===== config.mk =====
export PLATFORM = sky130hd
export DESIGN_NAME = inst_fill_engine_flat
export DESIGN_NICKNAME = d
export VERILOG_FILES = /design/src/rtl/inst_fill_engine_if.sv /design/src/rtl/inst_fill_engine.sv /design/src/flat_wrapper.sv
export SDC_FILE = /design/constraint.sdc
export NUM_CORES = 1
export LEC_CHECK = 0
export CORE_AREA = 2 2 259 261
export CTS_BUF_LIST = sky130_fd_sc_hd__clkbuf_4 sky130_fd_sc_hd__clkbuf_8 sky130_fd_sc_hd__clkbuf_16
export DETAILED_ROUTE_END_ITERATION = 6
export DIE_AREA = 0 0 261 263
export PLACE_DENSITY = 0.64
export RECOVER_POWER = 50
export SETUP_SLACK_MARGIN = 0.02
export SLEW_MARGIN = 20
export SYNTH_ARGS = -nofsm -noshare
export SYNTH_HDL_FRONTEND = slang
export SYNTH_SLANG_ARGS = --single-unit

===== constraint.sdc =====
create_clock -name clk -period 3.3 [get_ports clk]
set_input_delay 0.66 -clock clk [delete_from_list [all_inputs] [get_ports clk]]
set_output_delay 0.66 -clock clk [all_outputs]
set_load 0.1 [all_outputs]

===== src/rtl/inst_fill_engine_if.sv =====
// Miss-side, memory-burst and array-fill signals of the instruction-cache line-fill engine.
// The master modport is the engine; the slave modport is the icache controller plus memory.
interface inst_fill_engine_if #(
    parameter int unsigned CACHE_LINE_SIZE = 256,
    parameter int unsigned BURST_WIDTH     = 64
);
    logic                       miss_req;
    logic [31:0]                miss_addr;
    logic                       miss_ready;
    logic                       flush;

    logic                       mem_read;
    logic [31:0]                mem_addr;
    logic                       mem_ready;
    logic                       mem_rvalid;
    logic [BURST_WIDTH-1:0]     mem_rdata;

    logic                       fill_we_n;
    logic [31:0]                fill_addr;
    logic [CACHE_LINE_SIZE-1:0] fill_line;
    logic                       fill_is_prefetch;

    modport master (
        input  miss_req, miss_addr, flush, mem_ready, mem_rvalid, mem_rdata,
        output miss_ready, mem_read, mem_addr, fill_we_n, fill_addr, fill_line, fill_is_prefetch
    );

    modport slave (
        output miss_req, miss_addr, flush, mem_ready, mem_rvalid, mem_rdata,
        input  miss_ready, mem_read, mem_addr, fill_we_n, fill_addr, fill_line, fill_is_prefetch
    );
endinterface


===== src/rtl/inst_fill_engine.sv =====
// Instruction-cache line-fill engine: one burst per demand miss, then optional next-line prefetches.
// Prefetch support is compiled in only when INST_FILL_PREFETCH_EN is defined.
module inst_fill_engine #(
    parameter int unsigned CACHE_LINE_SIZE = 256,
    parameter int unsigned BURST_WIDTH     = 64,
    parameter int unsigned PREFETCH_DEPTH  = 1
) (
    input  logic                   clk,
    input  logic                   rst,
    inst_fill_engine_if.master     bus
);
    localparam int unsigned BEATS      = CACHE_LINE_SIZE / BURST_WIDTH;
    localparam int unsigned LINE_BYTES = CACHE_LINE_SIZE / 8;
    localparam int unsigned CNT_W      = (BEATS > 2) ? $clog2(BEATS) : 1;
    localparam logic [31:0] LINE_MASK  = 32'(LINE_BYTES - 1);
    localparam logic [31:0] LINE_STEP  = 32'(LINE_BYTES);
    localparam logic [CNT_W-1:0] LAST_BEAT = CNT_W'(BEATS - 1);

    if (PREFETCH_DEPTH > 7 || BEATS < 2 || (CACHE_LINE_SIZE % BURST_WIDTH) != 0) begin : g_bad_cfg
        $error("inst_fill_engine: unsupported parameter combination");
    end

    typedef enum logic [1:0] {IDLE, REQ, BEAT, WRITE} state_e;

    state_e                     state_q, state_d;
    logic [31:0]                line_addr_q, line_addr_d;
    logic [CNT_W-1:0]           beat_cnt_q, beat_cnt_d;
    logic [CACHE_LINE_SIZE-1:0] line_buf_q, line_buf_d;

    logic                       miss_ready_q, miss_ready_d;
    logic                       mem_read_q, mem_read_d;
    logic [31:0]                mem_addr_q, mem_addr_d;
    logic                       fill_we_n_q, fill_we_n_d;
    logic [31:0]                fill_addr_q, fill_addr_d;
    logic [CACHE_LINE_SIZE-1:0] fill_line_q, fill_line_d;
    logic                       fill_commit;

`ifdef INST_FILL_PREFETCH_EN
    localparam logic [2:0] PF_INIT = 3'(PREFETCH_DEPTH);

    logic [2:0] pf_left_q, pf_left_d;
    logic       is_pf_q, is_pf_d;
    logic       drop_q, drop_d;
    logic       fill_is_prefetch_q, fill_is_prefetch_d;
`endif

    always_comb begin
        state_d     = state_q;
        line_addr_d = line_addr_q;
        beat_cnt_d  = beat_cnt_q;
        line_buf_d  = line_buf_q;
`ifdef INST_FILL_PREFETCH_EN
        pf_left_d   = bus.flush ? 3'd0 : pf_left_q;
        is_pf_d     = is_pf_q;
        drop_d      = drop_q;
`endif

        unique case (state_q)
            IDLE: begin
                if (bus.miss_req && !bus.flush) begin
                    line_addr_d = bus.miss_addr & ~LINE_MASK;
                    state_d     = REQ;
`ifdef INST_FILL_PREFETCH_EN
                    pf_left_d   = PF_INIT;
                    is_pf_d     = 1'b0;
                    drop_d      = 1'b0;
`endif
                end
            end
            REQ: begin
                if (bus.mem_ready) begin
                    beat_cnt_d = '0;
                    state_d    = BEAT;
                end
`ifdef INST_FILL_PREFETCH_EN
                // A flushed prefetch accepted in the same cycle still gets its beats, so drain them.
                if (is_pf_q && bus.flush) begin
                    if (bus.mem_ready) drop_d  = 1'b1;
                    else               state_d = IDLE;
                end
`endif
            end
            BEAT: begin
                if (bus.mem_rvalid) begin
                    line_buf_d[32'(beat_cnt_q) * BURST_WIDTH +: BURST_WIDTH] = bus.mem_rdata;
                    beat_cnt_d = beat_cnt_q + CNT_W'(1);
                    if (beat_cnt_q == LAST_BEAT) state_d = WRITE;
                end
`ifdef INST_FILL_PREFETCH_EN
                if (is_pf_q && bus.flush) drop_d = 1'b1;
`endif
            end
            WRITE: begin
                state_d = IDLE;
`ifdef INST_FILL_PREFETCH_EN
                if (pf_left_q != 3'd0 && !bus.flush) begin
                    line_addr_d = line_addr_q + LINE_STEP;
                    pf_left_d   = pf_left_q - 3'd1;
                    is_pf_d     = 1'b1;
                    drop_d      = 1'b0;
                    state_d     = REQ;
                end
`endif
            end
            default: state_d = IDLE;
        endcase

        // Outputs are registered off the next state so they carry no path from mem_* inputs.
`ifdef INST_FILL_PREFETCH_EN
        fill_commit = (state_d == WRITE) && !drop_d;
`else
        fill_commit = (state_d == WRITE);
`endif
        miss_ready_d = (state_d == IDLE);
        mem_read_d   = (state_d == REQ);
        mem_addr_d   = (state_d == REQ) ? line_addr_d : mem_addr_q;
        fill_we_n_d  = !fill_commit;
        fill_addr_d  = fill_commit ? line_addr_q : fill_addr_q;
        fill_line_d  = fill_commit ? line_buf_d  : fill_line_q;
`ifdef INST_FILL_PREFETCH_EN
        fill_is_prefetch_d = fill_commit ? is_pf_q : fill_is_prefetch_q;
`endif
    end

    always_ff @(posedge clk) begin
        if (rst) begin
            state_q      <= IDLE;
            line_addr_q  <= '0;
            beat_cnt_q   <= '0;
            line_buf_q   <= '0;
            miss_ready_q <= 1'b1;
            mem_read_q   <= 1'b0;
            mem_addr_q   <= '0;
            fill_we_n_q  <= 1'b1;
            fill_addr_q  <= '0;
            fill_line_q  <= '0;
`ifdef INST_FILL_PREFETCH_EN
            pf_left_q          <= '0;
            is_pf_q            <= 1'b0;
            drop_q             <= 1'b0;
            fill_is_prefetch_q <= 1'b0;
`endif
        end else begin
            state_q      <= state_d;
            line_addr_q  <= line_addr_d;
            beat_cnt_q   <= beat_cnt_d;
            line_buf_q   <= line_buf_d;
            miss_ready_q <= miss_ready_d;
            mem_read_q   <= mem_read_d;
            mem_addr_q   <= mem_addr_d;
            fill_we_n_q  <= fill_we_n_d;
            fill_addr_q  <= fill_addr_d;
            fill_line_q  <= fill_line_d;
`ifdef INST_FILL_PREFETCH_EN
            pf_left_q          <= pf_left_d;
            is_pf_q            <= is_pf_d;
            drop_q             <= drop_d;
            fill_is_prefetch_q <= fill_is_prefetch_d;
`endif
        end
    end

    assign bus.miss_ready = miss_ready_q;
    assign bus.mem_read   = mem_read_q;
    assign bus.mem_addr   = mem_addr_q;
    assign bus.fill_we_n  = fill_we_n_q;
    assign bus.fill_addr  = fill_addr_q;
    assign bus.fill_line  = fill_line_q;
`ifdef INST_FILL_PREFETCH_EN
    assign bus.fill_is_prefetch = fill_is_prefetch_q;
`else
    assign bus.fill_is_prefetch = 1'b0;
`endif

endmodule


===== src/flat_wrapper.sv =====
// flat-port wrapper written by rule: the top's interface ports become plain ports
module inst_fill_engine_flat 
#(
    parameter int unsigned CACHE_LINE_SIZE = 256,
    parameter int unsigned BURST_WIDTH     = 64,
    parameter int unsigned PREFETCH_DEPTH  = 1
)
  (clk, rst, bus_miss_req, bus_miss_addr, bus_flush, bus_mem_ready, bus_mem_rvalid, bus_mem_rdata, bus_miss_ready, bus_mem_read, bus_mem_addr, bus_fill_we_n, bus_fill_addr, bus_fill_line, bus_fill_is_prefetch);
  inst_fill_engine_if #(.CACHE_LINE_SIZE(CACHE_LINE_SIZE), .BURST_WIDTH(BURST_WIDTH)) bus_i ();
  input  logic clk;
  input  logic rst;
  input wire logic [$bits(bus_i.miss_req)-1:0] bus_miss_req;
  input wire logic [$bits(bus_i.miss_addr)-1:0] bus_miss_addr;
  input wire logic [$bits(bus_i.flush)-1:0] bus_flush;
  input wire logic [$bits(bus_i.mem_ready)-1:0] bus_mem_ready;
  input wire logic [$bits(bus_i.mem_rvalid)-1:0] bus_mem_rvalid;
  input wire logic [$bits(bus_i.mem_rdata)-1:0] bus_mem_rdata;
  output wire logic [$bits(bus_i.miss_ready)-1:0] bus_miss_ready;
  output wire logic [$bits(bus_i.mem_read)-1:0] bus_mem_read;
  output wire logic [$bits(bus_i.mem_addr)-1:0] bus_mem_addr;
  output wire logic [$bits(bus_i.fill_we_n)-1:0] bus_fill_we_n;
  output wire logic [$bits(bus_i.fill_addr)-1:0] bus_fill_addr;
  output wire logic [$bits(bus_i.fill_line)-1:0] bus_fill_line;
  output wire logic [$bits(bus_i.fill_is_prefetch)-1:0] bus_fill_is_prefetch;
  assign bus_i.miss_req = bus_miss_req;
  assign bus_i.miss_addr = bus_miss_addr;
  assign bus_i.flush = bus_flush;
  assign bus_i.mem_ready = bus_mem_ready;
  assign bus_i.mem_rvalid = bus_mem_rvalid;
  assign bus_i.mem_rdata = bus_mem_rdata;
  assign bus_miss_ready = bus_i.miss_ready;
  assign bus_mem_read = bus_i.mem_read;
  assign bus_mem_addr = bus_i.mem_addr;
  assign bus_fill_we_n = bus_i.fill_we_n;
  assign bus_fill_addr = bus_i.fill_addr;
  assign bus_fill_line = bus_i.fill_line;
  assign bus_fill_is_prefetch = bus_i.fill_is_prefetch;
  inst_fill_engine #(.CACHE_LINE_SIZE(CACHE_LINE_SIZE), .BURST_WIDTH(BURST_WIDTH), .PREFETCH_DEPTH(PREFETCH_DEPTH)) u_core (.clk(clk), .rst(rst), .bus(bus_i));
endmodule

==> flow_summary_export.csv <==
group,metric,value,unit
layout,multi_input_area,9370,um^2
timing,worstMarginPinSlew,1.69,ns
clocking,cts_setup_buffers,0,
power_and_ir_drop,p_leak,9.81,nW
layout,syn_to_final_growth,23.5,%
synthesis,synth_cell_types,44,
synthesis,synth-xor-area-share,0,%
layout,final_common_cell,"dfxtp_1",
route,num_vias,19447,
clocking,cts_resized,0,
clocking,clkSinkCount,615,
layout,fill_cells,6548,
route,routed-wl-met3,4750,um
setup_path,cp-startpoint,"u_core.beat_cnt_q[0]$_SDFFE_PP0P_",
layout,layout-drive-gt1-share,8.52,%
route,antenna_left,0,
min_path,worstHoldStart,"u_core.line_addr_q[15]$_SDFF_PP0_",
timing,slew_headroom,-12.8,%
setup_path,critPathArrivalTime,3.32,ns
setup_path,cp.required,3.78,ns
floorplanning,ios,426,
clocking,htreeDepth,3,
setup_path,reg2reg_from,"u_core.beat_cnt_q[0]$_SDFFE_PP0P_",
clocking,ctsHoldBuffers,0,
power_and_ir_drop,vdd_drop_max,296,uV
synthesis,synthFlopType,"dfxtp_1",
route,top_layer,"met5",
synthesis,synth.area.mux_share,4.42,%
timing,fin_skew,0.0193,ns
timing,fmax,352,MHz
synthesis,synth-seq-cells,615,
synthesis,yosys_warnings,0,
layout,num_antenna_cells,0,
synthesis,yosysSeqAreaShare,53.8,%
min_path,hp-class,"flip-flop to flip-flop",
layout,final_cell_mix,"dfxtp_1 (615), nor2_1 (452), clkbuf_1 (325), a211oi_1 (226), a21oi_1 (164)",
synthesis,postSynthAreaPerCell,9.52,um^2
global_route,antenna_found_initial,4,
setup_path,start_kind,"flip-flop",
clocking,cts_made_buffers,68,
layout,final_core_util,43.0,%
timing,period_share,86.0,%
synthesis,async_reset_ff_share,0,%
global_route,grt_usage,21.5,%
route,drt-total-wl,76500,um
clocking,root_buffer,"clkbuf_16",
clocking,clock_path_buffers,3,
timing,slew_viol_final,34,
synthesis,netlist_area,22900,um^2
route,drc,0,
timing,fin_setup_tns,0,ns
place,numPortBuffers,419,
setup_path,path_class,"flip-flop to flip-flop",
route,dr_wl_met2,37400,um
place,place.gp.congestion,0.836,
clocking,clock_latency,0.61,ns
setup_path,end_kind,"flip-flop",
floorplanning,coreArea,65600,um^2
floorplanning,initial_core_util,34.8,%
route,drt-initial-drc-count,1561,
timing,timing.hold.ws,0.450,ns
timing,setup_violations,0,
layout,finalNetCount,2811,
clocking,cts_tree,"built",
outcome,failed_checks,"capacitance limit, slew limit",
synthesis,synthAdderAreaFrac,0.328,%
global_route,overflow,0,
flow_run,max_cap_viol_count,1,
global_route,grt_max_degree,98,
route,wl_per_cell,21.1,um
route,wl_met1,31400,um
setup_path,cp_slowest_cell,"buf_4",
floorplanning,die-area,68600,um^2
global_route,grt_pass1_vias,18807,
setup_path,cp_max_fo,84,
synthesis,synth-edff-count,0,
clocking,clk_pin_slew_worst_paths,0.06,ns
global_route,grt_pass1_wl,115000,um
timing,finalHoldViolations,0,
place,hpwl,51200,um
timing,rsz0062_at_grt,"false",
synthesis,synth.net_count,2510,
floorplanning,die_w,261,um
layout,regArea,12300,um^2
setup_path,worstPathCellList,"buf_4 -> ha_1 -> nand4b_1 -> clkbuf_4 -> a32oi_1 -> a211oi_1",
synthesis,synth_top_family_by_area,"simple AND/OR/NAND/NOR gates",
floorplanning,die_h,263,um
route,viasPerCell,5.37,
floorplanning,num_rows,94,
timing,fin_crit,2.84,ns
synthesis,synthSimpleGateAreaFrac,18.6,%
setup_path,slowest_delay,0.67,ns
outcome,status,"finished with violations",
synthesis,synth_compound_area_share,17.6,%
synthesis,syn_inst,2402,
route,dr.pass1.iters,7,
power_and_ir_drop,power_density,606,nW/um^2
[flip-flops by register name, summed over array words and instances, names as in the netlist]
register / flops
u_core.bus.miss_ready: 1
u_core.bus.fill_addr: 32
u_core.bus.mem_read: 1
u_core.beat_cnt_q: 2
u_core.state_q: 2
u_core.line_buf_q: 256
u_core.bus.fill_we_n: 1
u_core.bus.fill_line: 256
u_core.bus.mem_addr: 32
u_core.line_addr_q: 32
[power breakdown]
part	internal, mW	switching, mW	leakage, nW
clock network	5.32	3.25	1.28
registers	7.49	0.0356	4.96
logic	0.267	0.765	3.57
total	13.1	4.05	9.81
[final timing paths]
path / endpoint / slack [ns] / depth (start not counted)
setup / recovery: u_core.bus.fill_line[213]$_SDFFE_PP0N_ / 0.46 / 6
hold reg to reg: u_core.bus.fill_addr[15]$_SDFFE_PP0N_ / 0.45 / 2
setup reg to reg: u_core.bus.fill_line[213]$_SDFFE_PP0N_ / 0.46 / 6
hold / removal: u_core.bus.fill_addr[15]$_SDFFE_PP0N_ / 0.45 / 2
[Yosys cell counts, drive strengths merged (2+ instances only)]
cell	number	area [um^2]
nand4b	5	43.8
nand2b	3	18.8
a311oi	57	662
dfxtp	615	12300
a211oi	226	1700
clkbuf	116	437
and2	5	31.3
inv	2	7.51
nand4	26	181
buf	141	758
a21oi	164	821
a32oi	92	806
nor3	28	140
nand3	69	345
ha	6	75.1
and4b	40	400
nand2	161	607
nor3b	30	241
nor4b	2	38.8
nor2	453	1700
nor4bb	38	380
nor2b	12	75.1
mux2i	101	1010
[cell families after synthesis]
kind of cell	after synthesis
AO/OA/AOI/OAI	543
multiplexers	101
adder cells (fa/ha/maj)	6
AND/OR/NAND/NOR	877
buffers and inverters	259
flip-flops	615
other	1
[metrics by stage]
step                      total power, mW  cell area, um^2  worst slack (ns)  instances
after CTS                            17.3            29500             0.667       3623
after global placement               8.74            27000             0.618       3497
after floorplan                      8.34            22900             0.812       2402
final                                17.1            28200             0.462       3623
after detailed placement             8.75            27000             0.545       3497
after global routing                 17.7            28200             0.256       3623
[area by class of cell]
class	instances	area share, %
clock buffers	95	7.09
clock inverters	31	1.98
inverters	2	0.0266
multi-input cells	1528	33.2
flip-flops and latches	615	43.6
well taps	864	3.83
repair buffers	488	10.3
[worst max-delay path: cells and delay by family (launching register included)]
family / cells / cell delay, ns
and+or+nand+nor: 1 / 0.10
DFF: 1 / 0.33
AOI/OAI and AO/OA: 2 / 0.66
adders and majority gates: 1 / 0.29
buffers and inverters: 2 / 1.30
[per-layer routing]
layer  up-vias  track usage, %
met3       143            4.11
met1      9433            26.2
met4         6            8.94
li1       9237               -
met2       628            36.9
met5         -               0
Note: power is estimated with default switching activity, not from simulation.
==> edit 1 (config.mk and constraints unchanged) <==
`BURST_WIDTH` is set to 64 in 3 places; all go to 128.
--- a/src/rtl/inst_fill_engine_if.sv
+++ b/src/rtl/inst_fill_engine_if.sv
@@ -4,3 +4,3 @@
     parameter int unsigned CACHE_LINE_SIZE = 256,
-    parameter int unsigned BURST_WIDTH     = 64
+    parameter int unsigned BURST_WIDTH     = 128
 );
--- a/src/rtl/inst_fill_engine.sv
+++ b/src/rtl/inst_fill_engine.sv
@@ -4,3 +4,3 @@
     parameter int unsigned CACHE_LINE_SIZE = 256,
-    parameter int unsigned BURST_WIDTH     = 64,
+    parameter int unsigned BURST_WIDTH     = 128,
     parameter int unsigned PREFETCH_DEPTH  = 1
--- a/src/flat_wrapper.sv
+++ b/src/flat_wrapper.sv
@@ -4,3 +4,3 @@
     parameter int unsigned CACHE_LINE_SIZE = 256,
-    parameter int unsigned BURST_WIDTH     = 64,
+    parameter int unsigned BURST_WIDTH     = 128,
     parameter int unsigned PREFETCH_DEPTH  = 1
Interface: changed (resized bus_mem_rdata); port bits go from 426 to 490. The function was not compared with the original's and may differ.
==> edit 1 against the unedited design <==
Sequential power decreased by 20%; sequential cell count decreased by 129; routed wire length decreased by 31%; non-clock buffer count increased by 36; design area decreased by 20%; worst setup slack improved by 300 ps; largest cell class unchanged; synthesized area decreased by 26%; total power decreased by 24%.
==> edit 1: results (changes against the unedited design) <==
| Metric | Value |
|---|---|
| Post-DP Area | 21800 sq um (-19%) |
| Post-placement cell count | 3276 (-6.3%) |
| Pwr per Cell Area | 579 nW/um^2 (-4.5%) |
| Distinct cell type count after synthesis | 32 (-27%) |
| Mux contribution to synthesized area | 1.59% (-2.8 points) |
| Final Cycle Share | 76.9% (-9.1 points) |
| Commonest cells post-synth | nand2_1 (835), dfxtp_1 (486), a21oi_1 (420), clkbuf_1 (74), buf_2 (68) |
| Final hold slack | 443 ps (-7.06 ps) |
| Final GP Congestion | 0.802 (-4.1%) |
| DP Worst Slack | 697 ps (+152 ps) |
| Net Sw Frac | 23.5% (-0.19 points) |
| Compound-cell area share of the yosys netlist | 14.5% (-3.1 points) |
| Num CTS Buffers | 53 (-22%) |
| Sequential fraction of the synthesis area | 57.3% (+3.5 points) |
| DP HPWL | 35.4 mm (-31%) |
| NumNets Final | 2633 (-6.3%) |
| Slowest cell on crit path | clkbuf_1 |
| CP Data Arrival Time | 1880 ps (-1440 ps) |
| H-tree Lvls | 2 (-1) |
| R2r endpoint | u_core.bus.mem_addr[13] |
| Outcome | finished clean |
| Clk_lat worst skew | 590 ps (-20 ps) |
| Syn Nets | 2225 (-11%) |
| Initial antenna violation count | 2 (-2) |
| Leakage power | 7.35 nW (-25%) |
| RR Startpoint | u_core.state_q[1] |
| Adder-cell share of the synthesized area | 0% (-0.33 points) |
| WL/cell | 15.6 microns (-26%) |
| Post-Syn Instances | 2059 (-14%) |
| Reg2Reg Setup Slack | 910 ps (+450 ps) |
| Non-filler cells, final | 3375 (-6.8%) |
| Worst slew pin tran | 1310 ps (-378 ps) |
| First-pass DRT Iterations | 5 (-2) |
| Proportion of layout cells with a drive suffix above 1 | 7.53% (-0.98 points) |
| Via Count | 14900 (-24%) |
| Gr usage total | 14.6% (-6.9 points) |
| Max_cap viols | 0 (-1) |
| First-pass GRT wire length | 80.7 mm (-30%) |
| Vias in the first global route | 14100 (-25%) |
| FF-to-FF path depth | 4 (-2) |
[edit 1: power by group through the flow]
stage / clock network (W) / registers [W] / logic (W)
floorplan: 0 / 0.00634 / 0.000297
global placement: 0 / 0.00611 / 0.000891
detailed placement: 0 / 0.00611 / 0.000889
CTS: 0.00636 / 0.00598 / 0.000892
global route: 0.00657 / 0.00599 / 0.000911
finish: 0.00617 / 0.00598 / 0.000859
[edit 1: layout make-up]
class	instances	area (sq um)
Inverter	1	3.75
Tap cell	864	1080
Fill cell	7189	43200
Multi-Input combinational cell	1401	6360
Clock buffer	75	1580
Clock inverter	22	259
Sequential cell	486	9730
Antenna cell	2	5.00
Timing Repair Buffer	524	3450
[edit 1: metal layers]
metal / part of all wire, % / global-route usage (%) / wire length (microns) / vias to the layer above
li1: - / - / - / 7495
met1: 45 / 18.9 / 23500 / 6903
met2: 45 / 23.4 / 23900 / 411
met3: 8.4 / 4.70 / 4410 / 65
met4: 1.8 / 3.90 / 968 / 0
met5: 0 / 0 / 0 / -
==> edit 2 (same settings) <==
Made on the original files. Encoding of `state_e`: now Gray code (2 bits for 4 states).
--- a/src/rtl/inst_fill_engine.sv
+++ b/src/rtl/inst_fill_engine.sv
@@ -22,3 +22,3 @@
 
-    typedef enum logic [1:0] {IDLE, REQ, BEAT, WRITE} state_e;
+    typedef enum logic [1:0] {IDLE = 2'b00, REQ = 2'b01, BEAT = 2'b11, WRITE = 2'b10} state_e;
 
Function: no difference found for any inputs over 4 cycles, from zero or initial values and one cycle with rst high; so few cycles prove little.
==> edit 2 against the unedited design <==
Sequential cell count unchanged; highest routed layer unchanged; global-route usage fell by 0.84 points; cell count down 0.22%; critical path depth is the same; design area increased by 2.4%; die area unchanged; total power is 4.7% lower; critical endpoint is now u_core.bus.fill_line[210]; worst setup slack better by 120 ps; routed wire length shrank 4.7%; synthesized area is 5.2% higher; non-clock buffer count is 10 lower.
==> edit 2: results (changes against the unedited design) <==
| Metric | Value |
|---|---|
| Distinct cell type count after synthesis | 51 (+16%) |
| First-pass GRT wire length | 112 mm (-2.7%) |
| Outcome | finished clean |
| Slowest cell on crit path | dfxtp_1 |
| Largest net degree at the start of global routing | 96 (-2.0%) |
| Avg Inst Size Synth | 9.98 sq um (+4.8%) |
| DP Worst Slack | 337 ps (-208 ps) |
| Commonest cells post-synth | dfxtp_1 (615), nor2_1 (456), a211oi_1 (173), nand2_1 (160), a21oi_1 (128) |
| CP max FO | 56 (-33%) |
| Final wirelength | 72.9 mm (-4.7%) |
| Final GP Congestion | 0.830 (-0.66%) |
| CP Data Arrival Time | 3210 ps (-110 ps) |
| Register area | 12300 sq um (about the same) |
| Vias in the first global route | 18900 (+0.54%) |
| Gr usage total | 20.6% (-0.84 points) |
| First-pass DRT Iterations | 6 (-1) |
| Fillers | 6483 (-0.99%) |
| Initial antenna violation count | 2 (-2) |
| Setup Skew | 26.2 ps (+6.87 ps) |
| Largest cells by area after synthesis | dfxtp_1 (51%), nor2_1 (7.1%), a211oi_1 (5.4%), mux2i_1 (4.5%), a311oi_2 (3.7%) |
| Num CTS Buffers | 69 (+1.5%) |
| Proportion of layout cells with a drive suffix above 1 | 12.3% (+3.7 points) |
| NumNets Final | 2808 (-0.11%) |
| Via Count | 19600 (+0.61%) |
| Leakage power | 9.80 nW (-0.12%) |
| DP HPWL | 47.6 mm (-7.0%) |
| Vias per Instance | 5.41 (+0.83%) |
| Worst slew pin tran | 1460 ps (-229 ps) |
| First DRT Iteration DRCs | 1449 (-7.2%) |
==> edit 2: critical path, delay by kind of cell (launching register included) <==
| family | cells | cell delay, ps |
|---|---|---|
| flip-flops | 1 | 590 |
| AND/OR/NAND/NOR | 2 | 590 |
| buffers and inverters | 3 | 1120 |
| AO/OA/AOI/OAI | 1 | 240 |
==> edit 2: final timing paths <==
path / from / to / slack [ps]
max: u_core.state_q[1] / u_core.bus.fill_line[210] / 580
min: u_core.bus.fill_addr[18] / u_core.bus.fill_addr[18] / 450
max reg2reg: u_core.state_q[1] / u_core.bus.fill_line[210] / 580
min reg2reg: u_core.bus.fill_addr[18] / u_core.bus.fill_addr[18] / 450
==> edit 2: per-layer routing <==
layer	GRT usage, %	vias to the layer above	part of all wire (%)
met3	3.52	151	5.6
li1	-	9282	-
met2	34.0	566	47
met4	8.17	4	3.7
met5	0	-	0.041
met1	26.8	9563	44
==> edit 2: final cells by class <==
class / count / area share [%]
inverter: 2 / 0.0260
timing repair buffer: 478 / 10.3
multi-input combinational: 1534 / 35.0
clock buffer: 97 / 7.08
clock inverter: 25 / 1.23
tap: 864 / 3.74
sequential: 615 / 42.6
==> edit 2: cells by family after synthesis <==
kind of cell             after synthesis  share of synthesized area (%)
adder cells (fa/ha/maj)                6                          0.312
buffers and inverters                261                           6.84
AO/OA/AOI/OAI                        502                           17.1
flip-flops                           615                           51.2
AND/OR/NAND/NOR                      916                           20.0
other                                  1                         0.0156
multiplexers                         109                           4.54
==> edit 2: power breakdown <==
group	internal, W	switching, W	total [W]
clock	0.00490	0.00311	0.00801
combinational	0.000224	0.000565	0.000789
sequential	0.00748	0.0000338	0.00751
total	0.0126	0.00371	0.0163
